File: config.mk
export PLATFORM = sky130hd
export DESIGN_NAME = led_arbiter
export DESIGN_NICKNAME = d
export VERILOG_FILES = /design/src/rtl/led_arbiter.sv
export SDC_FILE = /design/constraint.sdc
export NUM_CORES = 1
export LEC_CHECK = 0
export CAP_MARGIN = 25
export CORE_MARGIN = 3
export CORE_UTILIZATION = 57
export DETAILED_ROUTE_END_ITERATION = 8
export PLACE_DENSITY = 0.85
export SETUP_SLACK_MARGIN = 0.4
export SYNTH_ARGS = -nofsm -noshare
export SYNTH_HDL_FRONTEND = slang
export SYNTH_SLANG_ARGS = --single-unit
export TNS_END_PERCENT = 20
File: constraint.sdc
create_clock -name clk_60mhz -period 6.05 [get_ports clk_60mhz]
set_input_delay 0.9075 -clock clk_60mhz [delete_from_list [all_inputs] [get_ports clk_60mhz]]
set_output_delay 0.9075 -clock clk_60mhz [all_outputs]
set_load 0.05 [all_outputs]
File: src/rtl/led_arbiter.sv
`default_nettype none
// ============================================================================
//  Module   : led_arbiter
//  Purpose  : Shares the six active-low board LEDs between N_REQ requesters.
//             Ownership is granted round-robin. Each owner keeps the LEDs
//             for at least HOLD_CYCLES clocks, unless it releases them
//             earlier. A global PWM brightness gate is applied after
//             arbitration.
//  Ports    :
//    clk_60mhz   in   1           system clock, rising edge
//    rst_n       in   1           asynchronous active-low reset
//    req         in   N_REQ       level-sensitive request per requester
//    pattern     in   6*N_REQ     active-high pattern, requester i -> [6i+5:6i]
//    brightness  in   PWM_BITS    0 = dark, all-ones = full on
//    grant       out  N_REQ       one-hot current owner, zero when idle
//    busy        out  1           any grant active
//    led         out  6           LED pins, active-low
//  Revision : 1.0  initial release
// ============================================================================
module led_arbiter #(
  parameter int N_REQ       = 3,
  parameter int HOLD_CYCLES = 6000000,
  parameter int PWM_BITS    = 4
) (
  input  logic                  clk_60mhz,
  input  logic                  rst_n,
  input  logic [N_REQ-1:0]      req,
  input  logic [6*N_REQ-1:0]    pattern,
  input  logic [PWM_BITS-1:0]   brightness,
  output logic [N_REQ-1:0]      grant,
  output logic                  busy,
  output logic [5:0]            led
);

  localparam int IW = (N_REQ > 1) ? $clog2(N_REQ) : 1;
  localparam int HW = (HOLD_CYCLES > 1) ? $clog2(HOLD_CYCLES) : 1;

  localparam logic [HW-1:0]       HOLD_RELOAD = HW'(HOLD_CYCLES - 1);
  localparam logic [IW-1:0]       OWNER_RESET = IW'(N_REQ - 1);
  localparam logic [5:0]          LED_DARK    = 6'b111111;
  localparam logic [PWM_BITS-1:0] PWM_ONE     = PWM_BITS'(1);
  localparam logic [HW-1:0]       HOLD_ONE    = HW'(1);

  localparam logic [0:0] S_IDLE = 1'b0;
  localparam logic [0:0] S_HOLD = 1'b1;

  // --------------------------------------------------------------------------
  // Registers and next-state values
  // --------------------------------------------------------------------------
  logic [0:0]          state_q, state_d;
  // owner_q doubles as the round-robin pointer: it holds the current owner
  // while in HOLD and the most recent owner while in IDLE.
  logic [IW-1:0]       owner_q, owner_d;
  logic [HW-1:0]       hold_q,  hold_d;
  logic [PWM_BITS-1:0] pwm_q;
  logic [N_REQ-1:0]    grant_q, grant_d;
  logic                busy_q,  busy_d;
  logic [5:0]          led_q,   led_d;

  logic [N_REQ-1:0]    rr_mask;
  logic                rr_found;
  logic [IW-1:0]       rr_idx;
  logic                pwm_en;

  // --------------------------------------------------------------------------
  // Per-requester pattern slices
  // --------------------------------------------------------------------------
  logic [5:0] pat_w [N_REQ];

  generate
    for (genvar g = 0; g < N_REQ; g++) begin : g_pat
      assign pat_w[g] = pattern[6*g +: 6];
    end
  endgenerate

  function automatic logic [N_REQ-1:0] to_onehot(input logic [IW-1:0] idx);
    logic [N_REQ-1:0] oh;
    oh      = '0;
    oh[idx] = 1'b1;
    return oh;
  endfunction

  // Scan candidates ptr+N, ..., ptr+1 (mod N_REQ) so that the nearest
  // successor of the pointer is written last and therefore wins.
  function automatic logic [IW:0] rr_pick(input logic [N_REQ-1:0] mask,
                                          input logic [IW-1:0]    ptr);
    logic          found;
    logic [IW-1:0] pick;
    logic [IW-1:0] cand;
    found = 1'b0;
    pick  = ptr;
    for (int k = N_REQ; k >= 1; k--) begin
      cand = IW'((int'(ptr) + k) % N_REQ);
      if (mask[cand]) begin
        found = 1'b1;
        pick  = cand;
      end
    end
    return {found, pick};
  endfunction

  // While holding, only the other requesters are candidates; the owner's
  // own request is judged separately (release vs. keep).
  assign rr_mask = (state_q == S_HOLD) ? (req & ~to_onehot(owner_q)) : req;
  assign {rr_found, rr_idx} = rr_pick(rr_mask, owner_q);

  // Full scale bypasses the comparator so all-ones means always on.
  assign pwm_en = (&brightness) || (pwm_q < brightness);

  // --------------------------------------------------------------------------
  // State register
  // --------------------------------------------------------------------------
  always_ff @(posedge clk_60mhz or negedge rst_n) begin
    if (!rst_n) begin
      state_q <= S_IDLE;
      owner_q <= OWNER_RESET;
      hold_q  <= '0;
      pwm_q   <= '0;
      grant_q <= '0;
      busy_q  <= 1'b0;
      led_q   <= LED_DARK;
    end else begin
      state_q <= state_d;
      owner_q <= owner_d;
      hold_q  <= hold_d;
      pwm_q   <= pwm_q + PWM_ONE;
      grant_q <= grant_d;
      busy_q  <= busy_d;
      led_q   <= led_d;
    end
  end

  // --------------------------------------------------------------------------
  // Next-state logic
  // --------------------------------------------------------------------------
  always_comb begin
    state_d = state_q;
    owner_d = owner_q;
    hold_d  = (hold_q != '0) ? (hold_q - HOLD_ONE) : '0;

    case (state_q)
      S_IDLE: begin
        if (rr_found) begin
          state_d = S_HOLD;
          owner_d = rr_idx;
          hold_d  = HOLD_RELOAD;
        end
      end

      S_HOLD: begin
        if (!req[owner_q]) begin
          // Release wins over expiry; hand over directly if anyone waits.
          if (rr_found) begin
            owner_d = rr_idx;
            hold_d  = HOLD_RELOAD;
          end else begin
            state_d = S_IDLE;
          end
        end else if ((hold_q == '0) && rr_found) begin
          owner_d = rr_idx;
          hold_d  = HOLD_RELOAD;
        end
      end

      default: begin
        state_d = S_IDLE;
      end
    endcase
  end

  // --------------------------------------------------------------------------
  // Output logic (computed from the next state so grant, busy and led all
  // update on the same edge)
  // --------------------------------------------------------------------------
  always_comb begin
    grant_d = '0;
    busy_d  = 1'b0;
    led_d   = LED_DARK;
    if (state_d == S_HOLD) begin
      grant_d = to_onehot(owner_d);
      busy_d  = 1'b1;
      if (pwm_en) begin
        led_d = ~pat_w[owner_d];
      end
    end
  end

  assign grant = grant_q;
  assign busy  = busy_q;
  assign led   = led_q;

endmodule
`default_nettype wire
Word level (Yosys, flattened, before mapping)

Cells that the tools add are included.

Add/sub/neg operators: 5
$mul: 0
Divide/modulo/power cells: 3
Magnitude comparators: 9
Equality and inequality tests: 0
Shift operators: 0
Mux-type cells: 38
Bitwise logic cells: 5
Reduce and logical (&&, ||, !) cells: 7

Operators by type and width:

| operator                                                                 | count |
|---|---|
| 32-bit by 3-bit remainder unit with 32-bit output, second input constant | 3 |
| 23-bit 2-to-1 mux                                                        | 4 |
| 23-bit one-hot mux with 2 select lines                                   | 1 |
| 6-bit 2-to-1 mux                                                         | 4 |
| 23-bit logical NOT                                                       | 1 |
| 23-bit nonzero test                                                      | 1 |
| 23-bit by 1-bit subtractor with 23-bit output, second input constant     | 1 |
| 2-bit by 3-bit < comparator with 1-bit output, second input constant     | 5 |
| 6-bit binary-select mux with 2-bit select                                | 1 |
| 1-bit 2-to-1 mux                                                         | 12 |
| 2-bit 2-to-1 mux                                                         | 6 |
| 1-bit binary-select mux with 2-bit select                                | 4 |
| 2-bit by 2-bit adder with 3-bit output, second input constant            | 2 |
| 3-bit 2-to-1 mux                                                         | 2 |
| 6-bit NOT                                                                | 1 |
| 4-bit by 1-bit adder with 4-bit output, second input constant            | 1 |
| 1-bit demux with 2-bit select                                            | 2 |
| 2-bit by 1-bit >= comparator with 1-bit output, second input constant    | 2 |
| 4-bit < comparator                                                       | 1 |
| 2-bit one-hot mux with 2 select lines                                    | 1 |
| 4-bit AND reduction                                                      | 1 |
| 2-bit by 1-bit adder with 3-bit output, second input constant            | 1 |
| 3-bit AND                                                                | 1 |
| 3-bit >= comparator, second input constant                               | 1 |
| other kinds (6)                                                          | 8 |

Register bits after elaboration: 40
Latch bits: 0
Memory bits (writable): 0
Memory bits (read-only): 0
Bits of input ports: 27
Output and inout bits: 10
Logic and storage cells: 74
Memories kept: 0

Logic depth before layout (Yosys ltp)

Gate-level depths: netlist of the first run.

Depth in word-level cells: 23
Mapped depth: 9

Worst setup path after synthesis of the first run

OpenSTA, ideal clock, no wires.

Path kind: input-to-reg
From: input port req[2]
To: register led_q[0], in the netlist led[0]
Setup time: 0.081 ns
Arrival time: 2.668 ns
Path slack: 3.301 ns
Cell stages on the path: 7
Path buffers: 0
Cell sequence: a21boi_0 -> o22a_1 -> o32a_1 -> o211ai_4 -> mux2i_4 -> mux2_1 -> a32oi_1

Word-level cells in the longest chain between the ends: 18

Ends and longest elaborated chain:

| what                                                   | RTL line | text |
|---|---|---|
| from (decl)                                            | 27       | `input logic [N_REQ-1:0] req,` |
| 3-bit AND                                              | 104      | `assign rr_mask = (state_q == S_HOLD) ? (req & ~to_onehot(owner_q)) : req;` |
| 3-bit 2-to-1 mux                                       | 104      |  |
| 1-bit binary-select mux with 2-bit select              | 94       | `if (mask[cand]) begin` |
| 1-bit 2-to-1 mux (implied by the code)                 | 94       |  |
| 1-bit 2-to-1 mux (3 in series)                         | 94       |  |
| 1-bit logical AND                                      | 159      | `end else if ((hold_q == '0) && rr_found) begin` |
| 2-bit 2-to-1 mux                                       | 159      |  |
| 2-bit 2-to-1 mux                                       | 151      | `if (!req[owner_q]) begin` |
| 2-bit one-hot mux with 2 select lines *                | 141      | `case (state_q)` |
| via owner_d[1]                                         | 53       | `logic [IW-1:0] owner_q, owner_d;` |
| 2-bit NOT with 3-bit output (implied by the code) *    | 183      | `led_d = ~pat_w[owner_d];` |
| 6-bit binary-select mux with 2-bit select *            | 183      |  |
| 6-bit 2-to-1 mux (implied by the code) * (2 in series) | 183      |  |
| 6-bit NOT *                                            | 183      |  |
| 6-bit 2-to-1 mux *                                     | 182      | `if (pwm_en) begin` |
| 6-bit 2-to-1 mux *                                     | 179      | `if (state_d == S_HOLD) begin` |
| via led_d[0]                                           | 58       | `logic [5:0] led_q, led_d;` |
| to (signal assigned)                                   | 129      | `led_q <= led_d;` |
| to (decl)                                              | 58       |  |

Mark *: on every way through the listed nets, which the timed path passes. The rest lies on a longest branch. The select of a mux whose other input is x is not followed.

Worst setup path in the final report of the first run

From: register hold_q[0]
To: register led_q[1], in the netlist led[1]

Word-level cells in the longest chain between the ends: 12

Ends and longest elaborated chain:

| what                                                 | RTL line | text |
|---|---|---|
| from (decl)                                          | 54       | `logic [HW-1:0] hold_q, hold_d;` |
| from (signal assigned)                               | 125      | `hold_q <= hold_d;` |
| 23-bit logical NOT                                   | 159      |  |
| 1-bit logical AND                                    | 159      |  |
| 2-bit 2-to-1 mux                                     | 159      |  |
| 2-bit 2-to-1 mux                                     | 151      |  |
| 2-bit one-hot mux with 2 select lines                | 141      |  |
| via owner_d[1]                                       | 53       |  |
| 2-bit NOT with 3-bit output (implied by the code)    | 183      |  |
| 6-bit binary-select mux with 2-bit select            | 183      |  |
| 6-bit 2-to-1 mux (implied by the code) (2 in series) | 183      |  |
| 6-bit NOT                                            | 183      |  |
| 6-bit 2-to-1 mux                                     | 182      |  |
| 6-bit 2-to-1 mux                                     | 179      |  |
| via led_d[1]                                         | 58       |  |

The timed path passes the listed nets, and every way through them passes these cells. The select of a mux whose other input is x is not followed.

==> results of run 1 <==
## kinds of logic after synthesis
family          Yosys count  share of synthesized area, %
flops                    39                          46.1
xor+xnor                 19                          7.79
mux                       9                          5.33
fa+ha+maj                10                          5.85
compound gates           46                          15.4
simple gates             64                          17.2
buf+inv                  13                          2.34
## final timing paths
kind                                   end      start  cells past startpoint
worst min register to register    pwm_q[0]   pwm_q[0]                      1
max in group asynchronous         grant[1]      rst_n                      1
worst min-delay path              pwm_q[0]   pwm_q[0]                      1
worst max register to register      led[1]  hold_q[0]                      9
worst max-delay path                led[1]  hold_q[0]                      9
min in group asynchronous       hold_q[14]      rst_n                      1
## synthesized netlist by cell type (2+ instances only)
cell / n / area share [%]
a32oi_1: 6 / 2.5
xor2_1: 7 / 2.9
nor3_1: 10 / 2.3
dfrtp_1: 32 / 37
dfstp_2: 7 / 8.6
nor2_1: 16 / 2.8
mux2_1: 6 / 3.2
a22o_1: 2 / 0.82
o21a_1: 2 / 0.70
or4_1: 3 / 1.1
nand2b_1: 5 / 1.5
clkbuf_1: 3 / 0.53
nor4_4: 2 / 2.0
nand3b_1: 2 / 0.70
o21ai_0: 17 / 4.0
nor2b_1: 3 / 0.88
xnor2_1: 12 / 4.9
o31ai_1: 3 / 1.1
a21oi_1: 3 / 0.70
inv_1: 9 / 1.6
nand3_1: 2 / 0.47
a21boi_0: 2 / 0.70
a21o_1: 2 / 0.70
nand2_1: 14 / 2.5
ha_1: 10 / 5.9
## area by class of cell
cell class | instances | area share (%)
clock buffers | 6 | 3.11
multi-input cells | 148 | 41.6
repair buffers | 36 | 13.4
clock inverters | 2 | 1.32
flip-flops and latches | 39 | 37.1
inverters | 9 | 1.27
well taps | 46 | 2.17
## sequential cells by signal, summed over array words and instances (netlist names)
register,count
owner_q,2
grant,3
busy,1
hold_q,23
led,6
pwm_q,4
## layer usage
| layer | global-route usage, % | wire length, µm | up-vias |
|---|---|---|---|
| met5 | 0 | 0 | - |
| met1 | 25.1 | 1820 | 747 |
| li1 | - | - | 792 |
| met2 | 32.9 | 1890 | 42 |
| met3 | 7.99 | 292 | 5 |
| met4 | 6.84 | 59 | 0 |
## power groups by stage
stage | clock, mW | sequential (mW) | combinational [mW]
after CTS | 0.226 | 0.349 | 0.621
after detailed placement | 0 | 0.354 | 0.616
after global placement | 0 | 0.352 | 0.601
after global routing | 0.237 | 0.355 | 0.677
after floorplan | 0 | 0.435 | 0.379
final | 0.221 | 0.349 | 0.615
## per-stage QoR
| stage | power [mW] | setup WS, ps | util (%) | instance area [µm²] |
|---|---|---|---|---|
| floorplan | 0.813 | 3300 | - | 2140 |
| global placement | 0.953 | 2520 | 73.1 | 2530 |
| detailed placement | 0.970 | 2410 | 73.1 | 2530 |
| CTS | 1.20 | 2650 | 76.4 | 2650 |
| global route | 1.27 | 2310 | 76.4 | 2650 |
| finish | 1.19 | 2720 | 76.4 | 2650 |
==> impl_results.md, run 1 <==
- Max-cap check violation count: 0
- Vias/cell: 5.55
- Unrepaired setup endpoints after global routing: no
- Final hold slack: 476 ps
- CTS Root Cell: clkbuf_8
- Largest net degree at the start of global routing: 40
- Postcts setup bufs: 0
- Die X: 67.2 µm
- GRT overflow: 0
- GR Util All Layers: 20.4%
- Fin nets: 276
- Power share of the clock group: 18.6%
- Commonest cells after routing, fill and taps aside: clkdlybuf4s50_1, dfrtp_1, o21ai_0
- FILL cells: 260
- DP HPWL: 3120 µm
- Ys Warns: 0
- Clock skew: 7.32 ps
- Routed WL: 4070 µm
- Register cell area after layout: 985 µm²
- Final hold violations: 0
- Seq pwr share: between 20 and 30%
- Die area: 4520 µm²
- Vias: 1586
- Synth unique cells: 45
- WL per Instance: 14.2 µm
- Crit path DAT: approximately 3500 ps
- Clock tree buffer depth: 2
- Core Area: 3470 µm²
- Port Buf Inserts: 36
- Slowest CP cell: nor4_4
- CTS Sinks: 39
- Net Switching: around 0.48 mW
- Worst Tran Pin Value: 832 ps
- Multi-input logic area: about 1100 µm²
- Post-synth EDFFs: 0
- Synthesized Nets: 237
- Post-layout min period: ~3300 ps
- Max incr delay on CP: between 700 and 800 ps
- Initial Utilization: 61.6%
- Worst Setup Start Kind: flip-flop
- Rel. slew slack: 44.5%
- Post-CTS sizing: 0
- Final setup violation count: 0
- Dominant synthesized flop cell: dfrtp_1
- Status: complete, no violations
- CP Max Fanout: 18
- Post-synthesis sequential area ratio: between 40 and 50%
- Number of remaining DRC errors: 0
- Leading cell type in the layout, fill and taps excluded: clkdlybuf4s50_1
- I/O Pins: 37
- Cells after DPL: 278
- GP Congestion: 0.795
- Slew Viols, Final: 0
- Crit path cell chain: inv_1, ha_1, nor3b_2, nand4_2, nor4_4, o211ai_4, mux2i_4, mux2_1, a32oi_1
- P_int: 0.701 mW
- Inserted Diodes: 0
- Num CTS Buffers: 5
- Antenna Nets Post-Route: 0
- CTS tree: done
- Worst-Skew Late Latency: 290 ps
- Synth-to-Final Area Change: 24.1%
- Share of layout cells above drive strength 1: 11.3%
- Hold/Removal Path Class: flip-flop to flip-flop
- Worst Path Required: about 6300 ps
- VDD IR max: 380 µV
- Final period utilization: between 50% and 60%
- Crit Path Category: flip-flop to flip-flop
- Synthesized area per cell: 10.7 µm²
- Synth Instances: 200
- Vias in the first global route: 1499
- Syn Std Cell Area: 2140 µm²
- H-tree depth: 2
- Drt first pass iters: 4
- CP Capture Type: flip-flop
- Pwr dens: 447 nW/µm²
- P_leak: 1.05 nW
- Flop-to-flop setup slack: 2720 ps
- Die Height: 67.2 µm
- Synth async-reset ratio: 100%
- Seq cells post-synth: 39
- CTS clk-pin slew, worst paths: 70 ps
- Highest clock rate: 0.300 GHz
- Final Non-Filler Cells: 286
- CTS Hold Bufs: 0
- Buf+Inv Stages, Crit Path: 1
- Antenna violations before repair: 0
- Total negative slack: 0 ps
- Drt first-iter violations: 126
- Logic pwr share: approximately half
- # rows: 21
- Switching Share: between 40% and 50%
- Top delay family on crit path: simple AND/OR/NAND/NOR gates
- Global-route wire length before repair: between 6000 and 7000 µm
Note: power is estimated with default switching activity, not from simulation.
==> run 2, diff against run 1 <==
--- a/config.mk
+++ b/config.mk
@@ -7,9 +7,9 @@
 export LEC_CHECK = 0
 export CAP_MARGIN = 25
 export CORE_MARGIN = 3
-export CORE_UTILIZATION = 57
+export CORE_UTILIZATION = 47
 export DETAILED_ROUTE_END_ITERATION = 8
-export PLACE_DENSITY = 0.85
+export PLACE_DENSITY = 0.75
 export SETUP_SLACK_MARGIN = 0.4
 export SYNTH_ARGS = -nofsm -noshare
 export SYNTH_HDL_FRONTEND = slang
==> constraint.sdc (replaced) <==
create_clock -name clk_60mhz -period 2.85 [get_ports clk_60mhz]
set_input_delay 0.4275 -clock clk_60mhz [delete_from_list [all_inputs] [get_ports clk_60mhz]]
set_output_delay 0.4275 -clock clk_60mhz [all_outputs]
set_load 0.05 [all_outputs]
==> run 2 against run 1 <==
Effect of this change: fmax increased by 31%; critical path depth up 1; final cell count grew 7.0%; non-clock buffer count is 16 higher; via count increased by 6.2%; routed wire length up 16%; count of clock-buffer cells in the layout up 1; sequential cell count unchanged.
==> impl_results.md, run 2 (synthesis gave the netlist of run 1 again) <==
- Status: complete, no violations (unchanged)
- Port Buf Inserts: 36 (unchanged)
- Final WS setup: 308 ps (was 2720 ps)
- Placed Area: 2620 µm² (was 2530 µm²)
- Rel. slew slack: 42.7% (was 44.5%)
- Initial Utilization: 50.9% (was 61.6%)
- Worst Tran Pin Value: 860 ps (was 832 ps)
- Multi-input logic area: 1230 µm² (was 1100 µm²)
- VDD IR max: 908 µV (was 380 µV)
- Slew Viols, Final: 0 (unchanged)
- Worst-case reg-to-reg path depth: 10 (was 9)
- CTS Sinks: 39 (unchanged)
- CTS tree: done (unchanged)
- Clock tree buffer depth: 2 (unchanged)
- H-tree depth: 2 (unchanged)
- GR Util All Layers: 19.0% (was 20.4%)
- Vias in the first global route: 1650 (was 1499)
- CP Capture Type: flip-flop (unchanged)
- Clock skew: 6.37 ps (was 7.32 ps)
- Hold/Removal Path Class: input pin to async pin (was flip-flop to flip-flop)
- Final period utilization: 89.2% (was 55.1%)
- GP Congestion: 0.792 (was 0.795)
- Cells after DPL: 289 (was 278)
- Post-layout min period: 2540 ps (was 3330 ps)
- Inserted Diodes: 0 (unchanged)
- GRT overflow: 0 (unchanged)
- Worst Setup Start Kind: flip-flop (unchanged)
- Post-placement setup slack: 40.0 ps (was 2410 ps)
- CP Max Fanout: 7 (was 18)
- Register cell area after layout: 986 µm² (was 985 µm²)
- Drt first-iter violations: 58 (was 126)
- Fin nets: 292 (was 276)
- Die Height: 73.4 µm (was 67.2 µm)
- Final hold violations: 0 (unchanged)
- Core Area: 4200 µm² (was 3470 µm²)
- CTS clk-pin slew, worst paths: 80 ps (was 70 ps)
- Global-route wire length before repair: 7720 µm (was 6880 µm)
- Drt first pass iters: 4 (unchanged)
- P_leak: 1.17 nW (was 1.05 nW)
- Max-cap check violation count: 0 (unchanged)
- Vias: 1685 (was 1586)
- Worst Path Required: 3070 ps (was 6260 ps)
- Synth-to-Final Area Change: 35.2% (was 24.1%)
- Num CTS Buffers: 5 (unchanged)
- Cell area after layout: 2890 µm² (was 2650 µm²)
- Crit path DAT: 2760 ps (was 3540 ps)
- Commonest cells after routing, fill and taps aside: clkdlybuf4s50_1, dfrtp_1, o21ai_0 (unchanged)
- Pwr dens: 1050 nW/µm² (was 447 nW/µm²)
- FILL cells: 318 (was 260)
- Unrepaired setup endpoints after global routing: yes (was no)
- Leading cell type in the layout, fill and taps excluded: clkdlybuf4s50_1 (unchanged)
- Final Non-Filler Cells: 306 (was 286)
- Vias/cell: 5.51 (was 5.55)
- Largest net degree at the start of global routing: 40 (unchanged)
- Top reg by flops: hold_q (unchanged)
- Crit Path Category: flip-flop to flip-flop (unchanged)
- CTS Root Cell: clkbuf_8 (unchanged)
- Die X: 73.4 µm (was 67.2 µm)
- I/O Pins: 37 (unchanged)
- Routed WL: 4720 µm (was 4070 µm)
- # rows: 23 (was 21)
- Reg-to-reg endpoint: led[0] (was led[1])
- Final setup violation count: 0 (unchanged)
- Flop-to-flop setup slack: 310 ps (was 2720 ps)
- Share of layout cells above drive strength 1: 23.8% (was 11.3%)
- Die area: 5390 µm² (was 4520 µm²)
- Antenna violations before repair: 0 (unchanged)
- Antenna Nets Post-Route: 0 (unchanged)
- Highest clock rate: 0.393 GHz (was 0.300 GHz)
- Overall power: 3.02 mW (was 1.19 mW)
- Reg2reg start: owner_q[1] (was hold_q[0])
- DP HPWL: 3270 µm (was 3120 µm)
- WL per Instance: 15.4 µm (was 14.2 µm)
- Largest register FFs: 23 (unchanged)
- Worst-Skew Late Latency: 300 ps (was 290 ps)
- Total negative slack: 0 ps (unchanged)
- Number of remaining DRC errors: 0 (unchanged)
[run 2: cell count changes in the layout (fill, tap and decap cells not counted), moves of 3 or more]
cell	change
buf_4	+15
ha_1	-4
ha_4	+3
mux2_1	-6
mux2_4	+6
[run 2: cell type report]
type,count,share of cell area (%)
multi-input cells,148,42.7
clock buffers,7,2.64
inverters,9,1.34
repair buffers,52,16.9
flip-flops and latches,39,34.1
clock inverters,1,0.173
well taps,50,2.16
[run 2: metal layers]
metal	vias to the layer above	wire length, µm	global-route usage (%)
met5	-	0	0
met4	0	109	9.26
met3	10	308	6.29
met2	48	2180	30.2
met1	808	2130	23.2
li1	819	-	-
[run 2: stage by stage]
stage                     hold slack (ps)  util [%]
final                                 229      68.8
after global routing                  295      68.8
after CTS                             261      66.9
after detailed placement              463      62.2
after global placement                456      62.2
after floorplan                       132         -
[run 2: critical path, stage by stage, from the launching register on]
cell	delay, ps
dfstp_2	590
inv_4	60
ha_4	240
nor2b_4	130
o31ai_1	230
nand2_1	170
o211ai_4	140
mux2i_4	290
buf_12	150
mux2_4	290
a32oi_1	160
[run 2: what timing repair did]
action                     CTS  global route
hold buffers                 0             0
setup buffers                6             3
hold endpoints to repair     0             0
pin swaps                   11             7
gates cloned                 0             0
setup endpoints to repair    9             9
gates resized for setup     16             9
[run 2: worst max-delay path by stage]
stage                     from      to  slack, ps
floorplan           owner_q[1]  led[0]        360
global placement        req[2]  led[3]        120
detailed placement      req[2]  led[0]         40
CTS                 owner_q[1]  led[0]        320
global route        owner_q[1]  led[0]        220
finish              owner_q[1]  led[0]        310
[run 2: report_power, final]
part           switching, mW  internal, mW
registers             0.0797         0.681
clock network          0.192         0.172
logic                  0.976         0.923
